**src/rtl/dmem_arbiter.sv**
```systemverilog
// rtl/dmem_arbiter.sv - two-port (core / DMA) data memory arbiter with starvation guard
//
// Purpose: shares one single-port data memory between the core and the
// DMA/loader port. The core normally wins a contested cycle. After
// STARVE_LIMIT contested core wins in a row, the DMA port gets one cycle
// of priority, so the DMA port is never starved.
//
// Ports:
//   clock, reset                  sole clock; synchronous active-high reset
//   c_req/c_we/c_addr/c_wdata     core request (read when c_we=0)
//   c_gnt                         core request accepted this cycle
//   c_rvalid/c_rdata              core read data, one cycle after the grant
//   d_*                           same signals for the DMA/loader port
//   mem_read/mem_write            data memory strobes for the granted port
//   mem_addr/mem_write_data       data memory address and write data
//   mem_read_data                 data memory read data, valid the cycle after mem_read
module dmem_arbiter #(
    parameter int STARVE_LIMIT = 4,
    parameter int AW           = 32
) (
    input  logic          clock,
    input  logic          reset,
    input  logic          c_req,
    input  logic          c_we,
    input  logic [AW-1:0] c_addr,
    input  logic [31:0]   c_wdata,
    output logic          c_gnt,
    output logic          c_rvalid,
    output logic [31:0]   c_rdata,
    input  logic          d_req,
    input  logic          d_we,
    input  logic [AW-1:0] d_addr,
    input  logic [31:0]   d_wdata,
    output logic          d_gnt,
    output logic          d_rvalid,
    output logic [31:0]   d_rdata,
    output logic          mem_read,
    output logic          mem_write,
    output logic [AW-1:0] mem_addr,
    output logic [31:0]   mem_write_data,
    input  logic [31:0]   mem_read_data
);

    typedef enum logic {
        PRI_CORE = 1'b0,
        PRI_DMA  = 1'b1
    } state_t;

    localparam logic [3:0] LIMIT = 4'(STARVE_LIMIT);

    state_t     state_q, state_d;
    logic [3:0] cnt_q, cnt_d;
    logic       rd_core_q, rd_core_d;
    logic       rd_dma_q, rd_dma_d;
    logic [3:0] cnt_inc;

    always_ff @(posedge clock) begin
        if (reset) begin
            state_q   <= PRI_CORE;
            cnt_q     <= 4'd0;
            rd_core_q <= 1'b0;
            rd_dma_q  <= 1'b0;
        end else begin
            state_q   <= state_d;
            cnt_q     <= cnt_d;
            rd_core_q <= rd_core_d;
            rd_dma_q  <= rd_dma_d;
        end
    end

    // Arbitration FSM: grants are combinational from the requests and the
    // registered priority state. Reset forces every grant low.
    always_comb begin
        c_gnt   = 1'b0;
        d_gnt   = 1'b0;
        state_d = state_q;
        cnt_d   = cnt_q;
        cnt_inc = cnt_q + 4'd1;
        if (!reset) begin
            case (state_q)
                PRI_CORE: begin
                    if (c_req) begin
                        c_gnt = 1'b1;
                    end else if (d_req) begin
                        d_gnt = 1'b1;
                    end
                    if (c_req && d_req) begin
                        if (cnt_inc == LIMIT) begin
                            state_d = PRI_DMA;
                            cnt_d   = 4'd0;
                        end else begin
                            cnt_d = cnt_inc;
                        end
                    end else begin
                        // Uncontested: either the DMA is idle or it just won.
                        cnt_d = 4'd0;
                    end
                end
                PRI_DMA: begin
                    if (d_req) begin
                        d_gnt = 1'b1;
                    end else if (c_req) begin
                        c_gnt = 1'b1;
                    end
                    // The DMA priority window lasts exactly one cycle.
                    state_d = PRI_CORE;
                    cnt_d   = 4'd0;
                end
                default: begin
                    state_d = PRI_CORE;
                    cnt_d   = 4'd0;
                end
            endcase
        end
    end

    // Memory-side mux driven by whichever port holds the grant.
    always_comb begin
        mem_read       = 1'b0;
        mem_write      = 1'b0;
        mem_addr       = '0;
        mem_write_data = 32'd0;
        if (c_gnt) begin
            mem_read       = ~c_we;
            mem_write      = c_we;
            mem_addr       = c_addr;
            mem_write_data = c_wdata;
        end else if (d_gnt) begin
            mem_read       = ~d_we;
            mem_write      = d_we;
            mem_addr       = d_addr;
            mem_write_data = d_wdata;
        end
    end

    // Remember which port owns the read now in flight.
    always_comb begin
        rd_core_d = c_gnt & ~c_we;
        rd_dma_d  = d_gnt & ~d_we;
    end

    // Gating with reset drops the return of a read granted just before
    // reset rises; the owner flops only clear at the following edge.
    always_comb begin
        c_rvalid = rd_core_q & ~reset;
        d_rvalid = rd_dma_q & ~reset;
        c_rdata  = c_rvalid ? mem_read_data : 32'd0;
        d_rdata  = d_rvalid ? mem_read_data : 32'd0;
    end

endmodule

```
**config.mk**
```make
export PLATFORM = sky130hd
export DESIGN_NAME = dmem_arbiter
export DESIGN_NICKNAME = d
export VERILOG_FILES = /design/src/rtl/dmem_arbiter.sv
export SDC_FILE = /design/constraint.sdc
export NUM_CORES = 1
export LEC_CHECK = 0
export ABC_AREA = 1
export CAP_MARGIN = 20
export CELL_PAD_IN_SITES_DETAIL_PLACEMENT = 0
export CELL_PAD_IN_SITES_GLOBAL_PLACEMENT = 2
export CORE_MARGIN = 5
export CORE_UTILIZATION = 10
export DETAILED_ROUTE_END_ITERATION = 7
export PLACE_DENSITY = 0.95
export SYNTH_ARGS = -nofsm -noshare
export SYNTH_HDL_FRONTEND = slang
export SYNTH_SLANG_ARGS = --single-unit
```
**constraint.sdc**
```tcl
create_clock -name clock -period 1.6 [get_ports clock]
set_clock_uncertainty 0.15 [all_clocks]
set_input_delay 0.32 -clock clock [delete_from_list [all_inputs] [get_ports clock]]
set_output_delay 0.32 -clock clock [all_outputs]
set_load 0.02 [all_outputs]
```
==> out/results.ini, run 1 <==
[synthesis]
synthMuxAreaShare_pct = 0
avgSynthCellArea_um2 = 4.43
syn_inst = 352
synth_compound_area_share_pct = 1.04
synth.distinct_cells = 15
synth_fa_ha_area_share_pct = 0.802
synth_edf_count = 0
synthArstFlopShare_pct = 0
synth-seq-area-share_pct = 8.98
synth-simple-area-share_pct = 67.4
syn_area_um2 = 1560
syn_nets = 519
ys_ff_latch = 7
ys_warn_count = 0
synth_top_family_by_area = simple AND/OR/NAND/NOR gates
synthXorXnorAreaFrac_pct = 0.561
synth_flop_cell = dfxtp_1

[floorplan]
rows = 45
die_w_um = 135
die_h_um = 135
coreArea_um2 = 15300
start_util_pct = 10.2
design.portCount = 300
fp.dieArea_um2 = 18200

[setup_path]
crit_top_cell = nand2_1
cp_data_required_time_ns = 1.13
path_class = flop to output pin
worstPathMaxFanout = 8
worstPathCellList = nand2_2 -> nand3_4 -> inv_8 -> buf_8 -> buf_16 -> nand2_1 -> nand2_1 -> buf_6
critPathCaptureType = output pin
crit_arrival_ns = 1.34
path_delay_family = buffers and inverters
cp-start-kind = flop
cp_slowest_cell = dfxtp_2
cpPeakStageDelay_ns = 0.32
crit_buf_inv = 4

[layout]
syn2layout_area_growth_pct = 354
fillers = 1430
final_area_um2 = 7080
final_cells = 906
nNetsFinal = 863
seqCellArea_um2 = 149
multi_input_area_um2 = 2210
layout-drive-gt1-share_pct = 60.7
utilization_pct = 46.4
diodes = 0

[sta]
whs_ns = 0.234
max_freq_ghz = 0.551
rsz0062_at_grt = yes
fin_crit_ns = 1.81
setup_viol = 127
worst_pin_slew_ns = 0.249
final-max-slew-violation-count = 0
slew_headroom_pct = 83.3
hold_viol = 0
fin_ws_ns = -0.215
period_share_pct = 113

[clocking]
htree_num_levels = 1
cts_root_buf = clkbuf_16
cts_hold_buf = 0
clkLatencyLatePin_ns = 0.23
cts_buffers = 3
cts_tree = built
clock_path_buffers = 2
clock_sinks = 7
path_clk_slew_ns = 0.03

[placement]
io_buffer_count = 299
pre_cts_ws_ns = -1.03
dp_cells = 858
finalWeightedCongestion = 0.747
detailed_place_hpwl_um = 8820
dpl-instance-area_um2 = 4830

[route]
drt-total-wl_um = 14400
wire_per_inst_um = 15.9
dr.pass1.iters = 4
route.detailed.drc = 0
viasPerCell = 3.85
ant_nets = 0
via_count = 3492
drtIter0Drc = 60

[run]
drv_cap = 0

[power_and_ir_drop]
p_leak_uw = 0.00330
p_per_area_nw_per_um2 = 302
ir_worst_vdd_uv = 265

[run_status]
violations = negative setup slack
status = finished with violations

[global_route]
gr-total-overflow = 0
grt_pass1_vias = 3549
grt_pass1_wl_um = 19600
antenna_found_initial = 0
grtUsageTotal_pct = 13.8
grt_max_degree = 16

[hold_path]
hold_path_class = input port to flop

-- cell families after synthesis --
kind of cell    Yosys count
xor+xnor                  1
flops                     7
compound gates            3
buf+inv                  63
simple gates            277
fa+ha+maj                 1
-- cell usage after synthesis, types with 2 or more instances --
cell | number | area [um2]
a21oi_1 | 2 | 10.0
nand3_1 | 2 | 10.0
buf_6 | 11 | 124
dfxtp_1 | 7 | 140
nand2_1 | 200 | 751
buf_2 | 9 | 45.0
inv_1 | 40 | 150
nor2_1 | 72 | 270
inv_2 | 3 | 11.3
-- layer usage --
layer / part of all wire (%) / track usage [%]
met1: 34 / 14.1
met5: 0 / 0
met2: 54 / 26.9
met3: 9.6 / 3.91
met4: 3.0 / 3.85
-- power by group --
| group | leakage (uW) | internal, uW | total, uW | switching [uW] |
|---|---|---|---|---|
| clock | 0.0000382 | 331 | 425 | 93.6 |
| sequential | 0.0000587 | 177 | 180 | 3.66 |
| combinational | 0.00320 | 857 | 1530 | 677 |
-- tightest hold or removal path: stages --
cell and delay, ns:
buf_8 0.09, nor3_1 0.06, inv_1 0.06, nor2_1 0.04
-- state kept, by name (all words and copies together), names as in the netlist --
register	count
rd_core_q	1
rd_dma_q	1
cnt_q	4
state_q	1
-- path summary, 6_finish.rpt --
path / slack (ns) / cells past startpoint / endpoint / start
min reg2reg: 0.31 / 1 / cnt_q[0] / cnt_q[0]
max: -0.21 / 8 / mem_addr[4] / state_q
min: 0.23 / 4 / state_q / reset
max reg2reg: 0.39 / 6 / cnt_q[2] / state_q
-- repair_timing --
item,CTS,global route
gates cloned,16,1
pin swaps,58,40
buffers inserted,20,12
resized for setup,1023,187
setup endpoints to repair,134,134
-- layout by cell type, fill, tap and decap left out, types with 2 or more instances in the layout --
cell,n
inv_2,4
buf_12,13
nand3_1,2
nand2_8,2
nand2_2,97
nand2_1,58
nor2_1,6
buf_16,14
inv_4,2
buf_8,7
dfxtp_4,2
dfxtp_1,4
buf_6,154
inv_1,35
nand2_4,43
clkdlybuf4s50_1,161
buf_4,6
clkbuf_16,4
nor2_4,66
-- area by class of cell --
type	count	area share (%)
inverter	43	2.63
tap	211	3.73
sequential	7	2.10
multi-input combinational	282	31.2
timing repair buffer	359	59.2
clock buffer	4	1.11
-- stage by stage --
| stage | setup TNS [ns] | total power, uW |
|---|---|---|
| floorplan | 0 | 540 |
| global placement | -119.14 | 1250 |
| detailed placement | -119.29 | 1250 |
| CTS | -17.20 | 2020 |
| global route | -23.44 | 2250 |
| finish | -16.64 | 2140 |
No activity file was read; power rests on OpenSTA's default activity.
==> run 2: changes to the inputs <==
--- a/config.mk
+++ b/config.mk
@@ -12,6 +12,7 @@
 export CORE_MARGIN = 5
 export CORE_UTILIZATION = 10
 export DETAILED_ROUTE_END_ITERATION = 7
+export GPL_TIMING_DRIVEN = 0
 export PLACE_DENSITY = 0.95
 export SYNTH_ARGS = -nofsm -noshare
 export SYNTH_HDL_FRONTEND = slang
==> out/results.ini, run 2 (same netlist as run 1, synthesis figures left out) <==
[clocking]
cts_hold_buf = 0  ; unchanged
clock_path_buffers = 2  ; unchanged
cts_root_buf = clkbuf_16
clkLatencyLatePin_ns = 0.23  ; about the same
cts_tree = built
clock_sinks = 7  ; unchanged
htree_num_levels = 1  ; unchanged
path_clk_slew_ns = 0.03  ; about the same
cts_buffers = 3  ; unchanged

[layout]
diodes = 0  ; unchanged
nNetsFinal = 847  ; -1.9%
utilization_pct = 37.1  ; -9.3 points
largest-register = cnt_q
final_common_cell = clkdlybuf4s50_1
layout-drive-gt1-share_pct = 46.5  ; -14 points
largest_reg_flops = 4  ; unchanged
mostFrequentLayoutCells = clkdlybuf4s50_1 (161), nand2_1 (105), buf_6 (70), buf_4 (70), nand2_2 (65)
syn2layout_area_growth_pct = 262

[global_route]
grt_pass1_wl_um = 16400  ; -16%
grt_pass1_vias = 3189  ; -10%
antenna_found_initial = 0  ; unchanged
grt_max_degree = 11  ; -5
gr-total-overflow = 0  ; unchanged
grtUsageTotal_pct = 11.2  ; -2.5 points

[sta]
rsz0062_at_grt = yes
tns_ns = -20.71  ; -4.07 ns
fin_ws_ns = -0.360  ; -0.145 ns
setup_viol = 72  ; -43%
period_share_pct = 122  ; +9.1 points
slew_headroom_pct = 86.9  ; +3.7 points
hold_viol = 0  ; unchanged
max_freq_ghz = 0.510  ; -7.4%
worst_pin_slew_ns = 0.195  ; -0.0536 ns
fin_crit_ns = 1.96  ; +0.145 ns
final-max-slew-violation-count = 0  ; unchanged

[setup_path]
worstPathMaxFanout = 5  ; -3
cp_data_required_time_ns = 1.13  ; about the same
critPathCaptureType = output pin
crit_top_cell = nand2_2
cp_slowest_cell = dfxtp_2
worstPathCellList = inv_2 -> nand2_2 -> nand2_4 -> inv_4 -> buf_12 -> buf_16 -> clkbuf_16 -> nand2_2 -> nand2_2 -> buf_6
cpPeakStageDelay_ns = 0.34  ; +0.02 ns
crit_arrival_ns = 1.49  ; +0.15 ns
path_class = flop to output pin
cp-start-kind = flop

[route]
drt-total-wl_um = 11900  ; -18%
via_count = 3209  ; -8.1%
route.detailed.drc = 0  ; unchanged
wire_per_inst_um = 13.4  ; -16%
ant_nets = 0  ; unchanged
dr.pass1.iters = 4  ; unchanged
viasPerCell = 3.61  ; -6.5%
drtIter0Drc = 48  ; -20%

[floorplan]
die_w_um = 135  ; unchanged
start_util_pct = 10.2  ; unchanged
rows = 45  ; unchanged
fp.dieArea_um2 = 18200  ; unchanged
die_h_um = 135  ; unchanged
coreArea_um2 = 15300  ; unchanged
design.portCount = 300  ; unchanged

[run]
drv_cap = 0  ; unchanged

[run_status]
violations = negative setup slack
status = finished with violations

[placement]
io_buffer_count = 299  ; unchanged
detailed_place_hpwl_um = 9240  ; +4.8%
finalWeightedCongestion = 0.733  ; -1.8%

[hold_path]
hold_path_class = input port to flop

[power_and_ir_drop]
p_per_area_nw_per_um2 = 332  ; +10%
p_leak_uw = 0.00298  ; -9.8%
ir_worst_vdd_uv = 283  ; +7.0%

[run 2: layer usage]
layer  up-vias  part of all wire, %  global-route usage, %
met3         4                   10                   3.46
met1      1362                   36                   11.7
met4         0                 0.30                   1.19
met2       178                   54                   22.6
li1       1665                    -                      -
met5         -                    0                      0
[run 2: final cells by class]
cell class,count,area (um2)
inverter,43,171
tap,211,264
timing repair buffer,324,3160
clock buffer,4,78.8
sequential,7,144
fill,1636,9600
multi-input combinational,282,1570
buffer,19,272
[run 2: critical path: cells and delay by family, from the launching register on]
family / cells / cell delay, ns
buf+inv: 6 / 0.65
flops: 1 / 0.34
simple gates: 4 / 0.26
[run 2: final timing paths]
kind	slack (ns)	depth (start not counted)	start	to
max	-0.36	10	state_q	mem_addr[5]
min reg2reg	0.31	1	cnt_q[0]	cnt_q[0]
min	0.29	4	reset	state_q
max reg2reg	0.37	7	state_q	cnt_q[0]
[run 2: stage by stage]
step / hold WS (ns) / power (uW) / instances / instance area [um2] / setup WS (ns)
final: 0.286 / 1880 / 890 / 5660 / -0.360
after global routing: 0.328 / 1990 / 890 / 5660 / -0.430
after CTS: 0.296 / 1780 / 886 / 5170 / -0.403
after detailed placement: 0.300 / 1250 / 862 / 4820 / -1.11
after global placement: 0.294 / 1250 / 862 / 4820 / -1.12
after floorplan: 0.242 / 540 / 352 / 1560 / 0.0328
[run 2: repair_timing]
action,4_1_cts,5_1_grt
gates resized for setup,640,283
pin swaps,18,59
endpoints found under the setup margin,134,121
gates cloned,4,3
buffers inserted,16,5
[run 2: where the power goes]
part | leakage, uW | switching, uW | internal [uW]
Sequential | 0.0000581 | 2.49 | 179
Clock | 0.0000382 | 89.5 | 331
Combinational | 0.00288 | 539 | 739
